===== config.mk =====
export PLATFORM = sky130hd
export DESIGN_NAME = core_dispatch_scoreboard
export DESIGN_NICKNAME = d
export VERILOG_FILES = /design/src/rtl/core_dispatch_scoreboard_pkg.sv /design/src/rtl/core_dispatch_scoreboard_chain.sv /design/src/rtl/core_dispatch_scoreboard.sv
export SDC_FILE = /design/constraint.sdc
export NUM_CORES = 1
export LEC_CHECK = 0
export BUFFER_PORTS_ARGS = -buffer_cell sky130_fd_sc_hd__buf_4
export CAP_MARGIN = 40
export CORE_MARGIN = 5
export CORE_UTILIZATION = 59
export DETAILED_ROUTE_END_ITERATION = 12
export PLACE_DENSITY_LB_ADDON = 0.25
export SETUP_SLACK_MARGIN = 0.2
export SYNTH_ARGS = -nofsm -noshare
export SYNTH_HDL_FRONTEND = slang
export SYNTH_SLANG_ARGS = --single-unit

===== constraint.sdc =====
create_clock -name i_clk -period 8 [get_ports i_clk]
set_clock_uncertainty 0.15 [all_clocks]
set_input_delay 1.2 -clock i_clk [delete_from_list [all_inputs] [get_ports i_clk]]
set_output_delay 1.2 -clock i_clk [all_outputs]
set_load 0.01 [all_outputs]

===== src/rtl/core_dispatch_scoreboard_pkg.sv =====
// rtl/core_dispatch_scoreboard_pkg.sv - shared dispatch-stage types for the pending-write scoreboard
package core_dispatch_scoreboard_pkg;

  localparam int NREGS = 16;
  localparam int REG_W = $clog2(NREGS);

  typedef logic [NREGS-1:0] hword;
  typedef logic [REG_W-1:0] reg_num;

  typedef enum logic [1:0] {
    EU_ALU    = 2'd0,
    EU_MUL    = 2'd1,
    EU_LDST   = 2'd2,
    EU_BRANCH = 2'd3
  } eu_sel;

  function automatic hword onehot(input reg_num r);
    hword v;
    v = '0;
    v[r] = 1'b1;
    return v;
  endfunction

endpackage


===== src/rtl/core_dispatch_scoreboard_chain.sv =====
// rtl/core_dispatch_scoreboard_chain.sv - LAT-deep mask+valid shift register with OR reduction
module core_dispatch_scoreboard_chain
  import core_dispatch_scoreboard_pkg::*;
#(
  parameter int LAT = 2
) (
  input  logic i_clk,
  input  logic i_rst,
  input  logic i_push,
  input  hword i_mask,
  output hword o_mask,
  output logic o_valid
);

  hword           r_mask [LAT];
  logic [LAT-1:0] r_valid;

  always_ff @(posedge i_clk or posedge i_rst) begin
    if (i_rst) begin
      for (int i = 0; i < LAT; i++) r_mask[i] <= '0;
      r_valid <= '0;
    end else begin
      r_mask[0]  <= i_mask;
      r_valid[0] <= i_push;
      for (int i = 1; i < LAT; i++) begin
        r_mask[i]  <= r_mask[i-1];
        r_valid[i] <= r_valid[i-1];
      end
    end
  end

  always_comb begin
    o_mask = '0;
    for (int i = 0; i < LAT; i++) o_mask = o_mask | r_mask[i];
  end

  assign o_valid = |r_valid;

endmodule


===== src/rtl/core_dispatch_scoreboard.sv =====
// rtl/core_dispatch_scoreboard.sv - pending-write scoreboard for the dual-issue dispatch stage
module core_dispatch_scoreboard
  import core_dispatch_scoreboard_pkg::*;
#(
  parameter int ALU_LAT    = 2,
  parameter int BRANCH_LAT = 2,
  parameter int MUL_LAT    = 4
) (
  input  logic   i_clk,
  input  logic   i_rst,
  input  logic   i_dispatch_a,
  input  logic   i_dispatch_b,
  input  eu_sel  i_unit_a,
  input  eu_sel  i_unit_b,
  input  logic   i_wb_a,
  input  logic   i_wb_b,
  input  reg_num i_rd_a,
  input  reg_num i_rd_b,
  input  logic   i_ldst_done,
  output hword   o_mask_alu_a,
  output hword   o_mask_alu_b,
  output hword   o_mask_branch,
  output hword   o_mask_mul,
  output hword   o_mask_ldst,
  output logic   o_mul_busy,
  output logic   o_ldst_busy,
  output logic   o_branch_stall,
  output logic   o_wb_stall_branch
);

  localparam int CNT_W     = $clog2(MUL_LAT + 1);
  localparam int STALL_CNT = BRANCH_LAT + 1;

  generate
    if (ALU_LAT < 1 || BRANCH_LAT < 1 || MUL_LAT < 1 || MUL_LAT == BRANCH_LAT) begin : g_bad_params
      $error("core_dispatch_scoreboard: latencies must be >= 1 and MUL_LAT != BRANCH_LAT");
    end
  endgenerate

  // Per-slot record mask; a dispatch without writeback still occupies its EU.
  hword w_rec_a, w_rec_b;
  assign w_rec_a = i_wb_a ? onehot(i_rd_a) : '0;
  assign w_rec_b = i_wb_b ? onehot(i_rd_b) : '0;

  logic w_alu_a_push, w_alu_b_push;
  logic w_br_a, w_br_b, w_br_push;
  logic w_mul_a, w_mul_b, w_mul_push;
  logic w_ldst_a, w_ldst_b, w_ldst_push;
  hword w_br_mask, w_mul_mask, w_ldst_mask;

  assign w_alu_a_push = i_dispatch_a && (i_unit_a == EU_ALU);
  assign w_alu_b_push = i_dispatch_b && (i_unit_b == EU_ALU);
  assign w_br_a       = i_dispatch_a && (i_unit_a == EU_BRANCH);
  assign w_br_b       = i_dispatch_b && (i_unit_b == EU_BRANCH);
  assign w_mul_a      = i_dispatch_a && (i_unit_a == EU_MUL);
  assign w_mul_b      = i_dispatch_b && (i_unit_b == EU_MUL);
  assign w_ldst_a     = i_dispatch_a && (i_unit_a == EU_LDST);
  assign w_ldst_b     = i_dispatch_b && (i_unit_b == EU_LDST);

  assign w_br_push   = w_br_a | w_br_b;
  assign w_mul_push  = w_mul_a | w_mul_b;
  assign w_ldst_push = w_ldst_a | w_ldst_b;

  assign w_br_mask   = (w_br_a ? w_rec_a : '0) | (w_br_b ? w_rec_b : '0);
  assign w_mul_mask  = (w_mul_a ? w_rec_a : '0) | (w_mul_b ? w_rec_b : '0);
  assign w_ldst_mask = (w_ldst_a ? w_rec_a : '0) | (w_ldst_b ? w_rec_b : '0);

  hword w_alu_a_mask, w_alu_b_mask, w_br_chain_mask;
  logic w_alu_a_valid, w_alu_b_valid, w_br_valid;

  core_dispatch_scoreboard_chain #(.LAT(ALU_LAT)) u_chain_alu_a (
    .i_clk   (i_clk),
    .i_rst   (i_rst),
    .i_push  (w_alu_a_push),
    .i_mask  (w_alu_a_push ? w_rec_a : '0),
    .o_mask  (w_alu_a_mask),
    .o_valid (w_alu_a_valid)
  );

  core_dispatch_scoreboard_chain #(.LAT(ALU_LAT)) u_chain_alu_b (
    .i_clk   (i_clk),
    .i_rst   (i_rst),
    .i_push  (w_alu_b_push),
    .i_mask  (w_alu_b_push ? w_rec_b : '0),
    .o_mask  (w_alu_b_mask),
    .o_valid (w_alu_b_valid)
  );

  core_dispatch_scoreboard_chain #(.LAT(BRANCH_LAT)) u_chain_branch (
    .i_clk   (i_clk),
    .i_rst   (i_rst),
    .i_push  (w_br_push),
    .i_mask  (w_br_mask),
    .o_mask  (w_br_chain_mask),
    .o_valid (w_br_valid)
  );

  assign o_mask_alu_a   = w_alu_a_valid ? w_alu_a_mask : '0;
  assign o_mask_alu_b   = w_alu_b_valid ? w_alu_b_mask : '0;
  assign o_mask_branch  = w_br_valid ? w_br_chain_mask : '0;
  assign o_branch_stall = w_br_valid;

  logic [CNT_W-1:0] r_mul_cnt;
  hword             r_mul_mask;
  logic             w_mul_busy;

  always_ff @(posedge i_clk or posedge i_rst) begin
    if (i_rst) begin
      r_mul_cnt  <= '0;
      r_mul_mask <= '0;
    end else if (w_mul_push) begin
      r_mul_cnt  <= CNT_W'(MUL_LAT);
      r_mul_mask <= w_mul_mask;
    end else if (r_mul_cnt != '0) begin
      r_mul_cnt <= r_mul_cnt - CNT_W'(1);
    end
  end

  assign w_mul_busy = (r_mul_cnt != '0);
  assign o_mul_busy = w_mul_busy;
  assign o_mask_mul = w_mul_busy ? r_mul_mask : '0;

  // Branch dispatched now would write back exactly when the multiplier does.
  assign o_wb_stall_branch = (int'(r_mul_cnt) == STALL_CNT);

  a_mul_overlap : assert property (@(posedge i_clk) disable iff (i_rst) !(w_mul_push && w_mul_busy))
    else $error("core_dispatch_scoreboard: multiplier dispatched while busy");

  logic r_ldst_busy;
  hword r_ldst_mask;

  // A new dispatch wins over a coincident done, so the handover has no gap.
  always_ff @(posedge i_clk or posedge i_rst) begin
    if (i_rst) begin
      r_ldst_busy <= 1'b0;
      r_ldst_mask <= '0;
    end else if (w_ldst_push) begin
      r_ldst_busy <= 1'b1;
      r_ldst_mask <= w_ldst_mask;
    end else if (i_ldst_done) begin
      r_ldst_busy <= 1'b0;
      r_ldst_mask <= '0;
    end
  end

  assign o_ldst_busy = r_ldst_busy;
  assign o_mask_ldst = r_ldst_mask;

endmodule


* After elaboration in Yosys (flattened, before gate mapping)
Cells that the tools add are included.
Word-level totals: word-level logic and storage cells 76, ROM bits 0, input port bits 19, register bits 138, bits in latches 0, memories 0, output and inout port bits 84, bits in writable memories 0
Cells by class: add/sub/neg operators 1, reductions and logical operators 18, mux-type cells 24, divide/modulo/power cells 0, bitwise gates (word level) 9, shifts and indexed selects 0, equal/unequal tests 7, multipliers 0, order comparisons 4
Operators by type and width (number):
- $mux 16 | 16
- $or 16x16->16 | 6
- $logic_and 1x1->1 | 10
- $lt 4x5->1 const B | 2
- $demux 1 s4 | 2
- $eq 2x2->1 const B | 4
- $ge 4x1->1 const B | 2
- $mux 3 | 2
- $reduce_or 2->1 | 3
- $eq 2x1->1 const B | 2
- $logic_not 2->1 | 2
- $mux 1 | 4
- $reduce_bool 2->1 | 2
- $eq 3x3->1 const B | 1
- $or 1x1->1 | 3
- $reduce_bool 3->1 | 1
- $sub 3x1->3 const B | 1

* Logic depth before layout (Yosys ltp)
Gate-level depths: netlist (run 1).
depth after elaboration 8, depth in mapped cells 6, depth with buffers taken out 5

* By module
From an unflattened synthesis (run 1), not the netlist that was laid out.
Second synthesis, totals: cell total of the unflattened synthesis 493, area, all modules 5695.5 µm²
By module, submodules not included:
- core_dispatch_scoreboard_chain | area each 960.9 µm², instances 3, seq. area each 850.8 µm², cells an instance 52
- core_dispatch_scoreboard | area each 2812.7 µm², instances 1, seq. area each 900.9 µm², cells an instance 337

* Worst setup path before layout (run 1)
Ideal clock, no wire load.
kind reg-to-output, from register r_mul_cnt[0], to output o_mask_mul[10], data arrival time 1143 ps, stages on the path, launching flop included 6, slack 5507 ps, required time 6650 ps, buffers on the path 1, cells stage by stage dfrtp_1 > inv_1 > ha_1 > nand2b_1 > clkbuf_1 > and2_1
Between the ends: word-level cells in the longest chain between the ends 2
RTL lines:
- from (decl) | line core_dispatch_scoreboard.sv:103 | logic [CNT_W-1:0] r_mul_cnt;
- from (signal assigned) | line core_dispatch_scoreboard.sv:112 | r_mul_cnt <= CNT_W'(MUL_LAT);
- from (signal assigned) | line core_dispatch_scoreboard.sv:115 | r_mul_cnt <= r_mul_cnt - CNT_W'(1);
- $reduce_bool 3->1 | line core_dispatch_scoreboard.sv:119 | assign w_mul_busy = (r_mul_cnt != '0);
- via o_mul_busy | line core_dispatch_scoreboard.sv:25 | output logic o_mul_busy,
- $mux 16 | line core_dispatch_scoreboard.sv:121 | assign o_mask_mul = w_mul_busy ? r_mul_mask : '0;
- to (decl) | line core_dispatch_scoreboard.sv:23 | output hword o_mask_mul,
The timed path passes the listed nets, and every way through them passes these cells.

* Worst setup path in the final report (run 1)
from register r_mul_cnt[0], to output o_mask_mul[13]
Between the ends: word-level cells in the longest chain between the ends 2
RTL lines (line):
- $reduce_bool 3->1 | core_dispatch_scoreboard.sv:119
- $mux 16 | core_dispatch_scoreboard.sv:121
No other way between the ends.

==> summary.md, run 1 <==
| Metric | Value |
|---|---|
| Startpoint class of the critical path | `flip-flop` |
| Root cell of the clock tree | `clkbuf_8` |
| Die span in y | `106 um` |
| Leading area contributor after synthesis | `dfrtp_1` |
| Sw frac | `about a quarter` |
| CP endpoint kind | `output port` |
| Final nets | `between 600 and 700` |
| Register bit count reported by yosys | `between 100 and 150` |
| Clock Latency Late Sink | `roughly 0.51 ns` |
| HPWL Detailed | `roughly 9.1 mm` |
| Critical path data arrival time | `between 1.5 and 2 ns` |
| Initial antenna violation count | `0` |
| Slowest cell on crit path | `dfrtp_1` |
| Yosys warns | `0` |
| Die ar. | `roughly 0.011 mm2` |
| Area share of the largest cell type after synthesis | `63.5%` |
| Total GRT Usage | `between 20% and 30%` |
| IO Pins | `103` |
| Power Dens Cells | `236 mW/mm2` |
| RSZ-0062 raised after global routing | `no` |
| Post_cts resized | `0` |
| Setup slack after layout | `roughly 4.7 ns` |
| Cell Rows | `35` |
| DR iter-0 viols | `roughly 450` |
| Clock Path Buffers | `2` |
| Post-route cell area | `about 0.0068 mm2` |
| Clock power frac | `about 46%` |
| Max VDD drop | `around 150 uV` |
| Vias/cell | `a little under 6` |
| Final setup TNS | `0 ns` |
| Hold Vio Cnt, Final | `0` |
| Worst-path clk slew | `around 0.060 ns` |
| Comb pwr share | `roughly 9.1%` |
| Hold-fix buffers, CTS | `0` |
| Number of CTS-inserted buffers | `17` |
| Routed WL per cell | `~18 um` |
| Final min period | `between 3 and 4 ns` |
| R2R Path End | `r_mul_cnt[0]` |
| Flop-to-flop setup slack | `~6.3 ns` |
| Filler cell count | `611` |
| Final worst path period share | `between 40% and 50%` |
| Core Util, Final | `75.2%` |
| Placement Cell Area | `approximately 0.0063 mm2` |
| Internal | `1.19 mW` |
| FF-to-FF path depth | `5` |
| Hold Crit Class | `flip-flop to flip-flop` |
| Synth Area per Inst | `about 11 um2` |
| Final RePlAce weighted congestion | `approximately 0.86` |
| CP startpoint | `r_mul_cnt[0]` |
| Sw power | `between 400 and 500 uW` |
| Horiz. Die Dim | `106 um` |
| Status | `finished, final reports clean` |
| Antenna diode count | `0` |
| Remaining antenna violation count | `0` |
| Setup bufs post-CTS | `0` |
| Routed WL | `13.4 mm` |
| Crit-path cells | `inv_1 > ha_1 > nand2b_1 > and2_1 > buf_4` |
| Grt ovf | `0` |
| Seq/Total Area, Yosys | `a little under two thirds` |
| Layout cells sized above 1 | `a little under a quarter` |
| Area Overhead vs Synth | `26.0%` |
| Vias in the first global route | `4,261` |
| Ys async rst share | `100%` |
| Core area | `slightly above 0.009 mm2` |
| Gate Count Post-Synth | `500` |
| CP endpoint | `o_mask_mul[13]` |
| DRC errors left | `0` |
| Leak pwr | `between 3 and 4 nW` |
| Pin count of the biggest net entering global routing | `between 60 and 70` |
| DR vias | `~4,200` |
| DRT Pass-1 Iters | `5` |
| Top post-synthesis cells by area | `dfrtp_1 64%, nor2_1 11%, a221o_1 4.2%` |
| Final setup vio count | `0` |
| Max Cap Viol | `0` |
| Reg power frac | `44.7%` |
| Prevailing post-synth register cell | `dfrtp_1` |
| Dpl ws | `~5.2 ns` |
| Cell Area, Synth | `0.00544 mm2` |
| Clock sink count | `approximately 140` |
| Initial core utilization | `between 50% and 60%` |
| Relative slew margins | `between 40% and 50%` |
| RR Startpoint | `r_mul_cnt[0]` |
| First-pass GRT wire length | `between 20 and 25 mm` |
| Count of pins over their slew limit | `0` |
| Crit-path max cell delay | `slightly below 0.4 ns` |
| CTS tree | `done` |
| CP Class | `flip-flop to output port` |
| FMAX | `299 MHz` |
| Post-synth EDFFs | `0` |
| Worst EP required | `around 6.7 ns` |
| IO Port Bufs | `approximately 100` |
| Worst Tran Pin Value | `0.769 ns` |
| Distinct cells, synth | `38` |
| CP Max Fanout | `20` |
| H-tree depth | `4` |
| Syn nets | `about 520` |
-- routing by layer --
metal	GRT usage, %	share of wire [%]
met5	0	0
met4	8.42	2.0
met3	6.50	7.7
met2	40.4	50
met1	32.6	40
-- worst min path at each step --
stage                        startpoint                       end  depth (start not counted)
3_3_place_gp   u_chain_alu_b.r_valid[0]  u_chain_alu_b.r_valid[1]                          0
3_5_place_dp   u_chain_alu_b.r_mask[17]   u_chain_alu_b.r_mask[1]                          0
6_report       u_chain_alu_b.r_mask[29]  u_chain_alu_b.r_mask[13]                          0
5_1_grt        u_chain_alu_b.r_mask[25]   u_chain_alu_b.r_mask[9]                          0
4_1_cts        u_chain_alu_b.r_mask[16]   u_chain_alu_b.r_mask[0]                          0
2_1_floorplan  u_chain_alu_a.r_mask[16]   u_chain_alu_a.r_mask[0]                          0
-- flip-flops by register name (all words and copies together) (netlist names) --
name and cells:
u_chain_alu_a.r_mask 32, o_mask_ldst 16, r_mul_cnt 3, u_chain_alu_b.r_mask 32
u_chain_alu_a.r_valid 2, u_chain_alu_b.r_valid 2, u_chain_branch.r_valid 2, o_ldst_busy 1
r_mul_mask 16, u_chain_branch.r_mask 32
-- cells in the final DEF, fill, tap and decap left out, drive strengths merged, types with 2 or more instances in the layout --
cell type / netlist / layout
nand4bb: 3 / 3
nand2: 15 / 15
nor2: 157 / 157
nand4: 3 / 3
dfrtp: 138 / 138
clkinv: 0 / 4
nand3b: 3 / 3
a221o: 23 / 23
and2: 21 / 21
nor2b: 8 / 8
nand4b: 9 / 9
o22ai: 17 / 17
a211o: 8 / 8
and3b: 2 / 2
inv: 6 / 15
or3: 2 / 2
nand3: 7 / 7
and3: 2 / 2
or2: 2 / 2
ha: 3 / 3
or4: 2 / 2
nor4b: 2 / 2
nand2b: 9 / 9
nor3: 15 / 15
nor4: 8 / 8
clkbuf: 18 / 17
nor3b: 3 / 3
buf: 8 / 107
-- per-stage QoR --
stage | total power, mW | hold slack [ns] | instances
floorplan | 0.833 | 0.205 | 500
global placement | 0.872 | 0.211 | 688
detailed placement | 0.883 | 0.213 | 692
CTS | 1.63 | 0.226 | 724
global route | 1.68 | 0.236 | 724
finish | 1.62 | 0.226 | 724
-- worst max-delay path: cells and delay by family, from the launching register on --
family	cells	cell delay, ns
simple gates	2	0.65
flops	1	0.39
buf+inv	2	0.26
fa+ha+maj	1	0.18
-- power by group through the flow --
stage	clock [mW]	combinational, mW	sequential, mW
after floorplan	0	0.0985	0.734
after global placement	0	0.136	0.736
after detailed placement	0	0.146	0.737
after CTS	0.756	0.147	0.724
after global routing	0.789	0.164	0.725
final	0.747	0.147	0.724
-- cells by family after synthesis --
logic type,count (synthesis),synth area share (%)
simple gates,274,24.9
flops,138,63.5
compound gates,51,7.90
buf+inv,32,2.67
fa+ha+maj,3,0.691
xor+xnor,1,0.161
mux,1,0.184
-- Yosys cell counts, types with 3 or more instances --
library cell    n
nand4_1         3
nor4_1          8
buf_2           5
a211o_1         8
ha_1            3
o22ai_1        17
and2_1         21
nor2_1        157
a221o_1        23
clkbuf_1       18
nand4bb_1       3
nor2b_1         8
nand2_1        15
inv_1           6
nand3_1         7
nand2b_1        9
dfrtp_1       138
nand4b_1        9
nor3_1         14
-- final cells by class --
type,instances,area [um2],share of cell area (%)
clock buffer,17,414,6.05
clock inverter,15,156,2.28
inverter,6,25.0,0.365
multi-input combinational,330,1840,26.8
sequential,138,3450,50.4
tap,111,139,2.03
timing repair buffer,107,823,12.0
Power figures use the tool's default switching activity.
==> run 2, diff against run 1 <==
Settings changed: CORE_UTILIZATION 59 to 55.
Clock period 8 ns to 3.4 ns, I/O delays scaled along.
==> run 2 against run 1 <==
Non-clock buffer count increased by 1. Setup slack got worse by 3.9 ns. Flip-flop and latch count unchanged. Clock power grew to 2.7 times the previous value. Sequential power grew 130%. Die area grew 6.6%. Utilization decreased by 3.4 points. Critical path type unchanged. Critical endpoint is now o_mask_mul[11]. Largest cell class unchanged. Largest power group unchanged.
==> summary.md, run 2 (synthesis results as in run 1) <==
| Metric | Value |
|---|---|
| Setup slack after layout | `just under 0.8 ns` |
| Final RePlAce weighted congestion | `between 0.8 and 0.9` |
| First-pass GRT wire length | `~21 mm` |
| Hold_sp | `i_ldst_done` |
| RR Startpoint | `r_mul_cnt[0]` |
| Routed WL | `13.2 mm` |
| Horiz. Die Dim | `approximately 110 um` |
| Max Cap Viol | `0` |
| HPWL Detailed | `slightly below 9 mm` |
| Filler cell count | `around 700` |
| Max VDD drop | `between 400 and 500 uV` |
| FF-to-FF path depth | `5` |
| Area Overhead vs Synth | `28.0%` |
| Placement Cell Area | `0.00630 mm2` |
| Post_cts resized | `0` |
| DR vias | `4,157` |
| CP endpoint kind | `output port` |
| Routed WL per cell | `approximately 18 um` |
| Worst Tran Pin Value | `0.761 ns` |
| Hold Vio Cnt, Final | `0` |
| Pin count of the biggest net entering global routing | `82` |
| R2R Path End | `r_mul_cnt[0]` |
| Slowest cell on crit path | `dfrtp_1` |
| Clock Latency Late Sink | `~0.52 ns` |
| Hold Path Depth | `2` |
| Power Dens Cells | `a little under 600 mW/mm2` |
| Dpl ws | `around 1.3 ns` |
| Root cell of the clock tree | `clkbuf_8` |
| DRT Pass-1 Iters | `6` |
| Die ar. | `about 0.012 mm2` |
| Total GRT Usage | `between 20% and 30%` |
| Post-route cell area | `~0.0070 mm2` |
| Worst EP required | `2.74 ns` |
| Flop-to-flop setup slack | `about 1.8 ns` |
| Worst-path clk slew | `0.06 ns` |
| Final setup vio count | `0` |
| Layout cells sized above 1 | `a little under a quarter` |
| Count of pins over their slew limit | `0` |
| Antenna diode count | `0` |
| Fin cells | `approximately 750` |
| Worst hold endpoint | `o_ldst_busy` |
| Die span in y | `roughly 110 um` |
| DR iter-0 viols | `between 400 and 500` |
| CP Buf/Inv Count | `2` |
| Critical path data arrival time | `a little under 2 ns` |
| Largest regs | `u_chain_alu_a.r_mask (32), u_chain_alu_b.r_mask (32), u_chain_branch.r_mask (32)` |
| CP Class | `flip-flop to output port` |
| Number of CTS-inserted buffers | `17` |
| Cell family with most CP delay | `simple AND/OR/NAND/NOR gates` |
| Grt ovf | `0` |
| Clock sink count | `138` |
| Vias in the first global route | `~4,200` |
| Crit-path max cell delay | `0.38 ns` |
| IO Port Bufs | `~100` |
| Status | `finished, final reports clean` |
| Relative slew margins | `approximately half` |
| Final min period | `around 2.6 ns` |
| Cells after DPL | `approximately 710` |
| IO Pins | `slightly above 100` |
| Setup bufs post-CTS | `0` |
| Crit-path cells | `inv_1 > ha_1 > nand2b_1 > and2_1 > buf_4` |
| CP Max Fanout | `20` |
| Vias/cell | `about 5.6` |
| Initial antenna violation count | `0` |
| Final setup TNS | `0 ns` |
| Remaining antenna violation count | `0` |
| Commonest non-fill, non-tap cells in the layout | `157 x nor2_1, 138 x dfrtp_1, 106 x buf_4` |
| Startpoint class of the critical path | `flip-flop` |
| Cell Rows | `36` |
| DRC errors left | `0` |
| Final worst path period share | `about 77%` |
| Most common cell after layout, fill and taps aside | `nor2_1` |
| RSZ-0062 raised after global routing | `no` |
| Leak pwr | `around 3.4 nW` |
| Core area | `0.00968 mm2` |
| Initial core utilization | `about 56%` |
| Hold Crit Class | `input pin to flip-flop` |
| Clock Path Buffers | `2` |
| H-tree depth | `4` |
| FMAX | `~380 MHz` |
| CTS tree | `done` |
| WHS | `0.0495 ns` |
| Final nets | `roughly 620` |
## run 2: repair_timing
| action | 4_1_cts | 5_1_grt |
|---|---|---|
| setup endpoints to repair | 0 | 0 |
| hold buffers | 1 | 0 |
| endpoints found under the hold margin | 33 | 0 |
## run 2: how the worst max path moves through the flow
stage / start / endpoint / slack (ns) / depth (start not counted)
2_1_floorplan: i_rst / o_ldst_busy / 1.02 / 1
3_3_place_gp: u_chain_branch.r_valid[0] / o_mask_branch[4] / 1.33 / 3
3_5_place_dp: r_mul_cnt[0] / o_mask_mul[11] / 1.30 / 5
4_1_cts: r_mul_cnt[0] / o_mask_mul[11] / 0.74 / 5
5_1_grt: r_mul_cnt[0] / o_mask_mul[3] / 0.60 / 5
6_report: r_mul_cnt[0] / o_mask_mul[11] / 0.79 / 5
## run 2: layout make-up
| type | instances | area, um2 | share of cell area [%] |
|---|---|---|---|
| multi-input cells | 330 | 1840 | 26.4 |
| well taps | 133 | 166 | 2.39 |
| clock buffers | 18 | 428 | 6.15 |
| repair buffers | 108 | 826 | 11.9 |
| inverters | 6 | 26.3 | 0.378 |
| clock inverters | 14 | 219 | 3.15 |
| flip-flops and latches | 138 | 3450 | 49.6 |
## run 2: per-stage QoR
stage | total power, mW | util (%)
after floorplan | 1.96 | -
after global routing | 4.19 | 71.8
after global placement | 2.05 | 64.8
after CTS | 4.06 | 71.8
final | 4.03 | 71.8
after detailed placement | 2.07 | 65.0
## run 2: per-layer routing
metal / vias up / track usage, % / wire length [um]
met3: 29 / 7.34 / 1010
met1: 2015 / 31.4 / 5520
met2: 191 / 37.0 / 6430
met4: 0 / 9.62 / 247
met5: - / 0 / 0
li1: 1922 / - / -
## run 2: where the power goes
group	internal [mW]	switching, mW	total (mW)
clock	1.29	0.698	1.99
sequential	1.68	0.0230	1.70
combinational	0.128	0.213	0.341
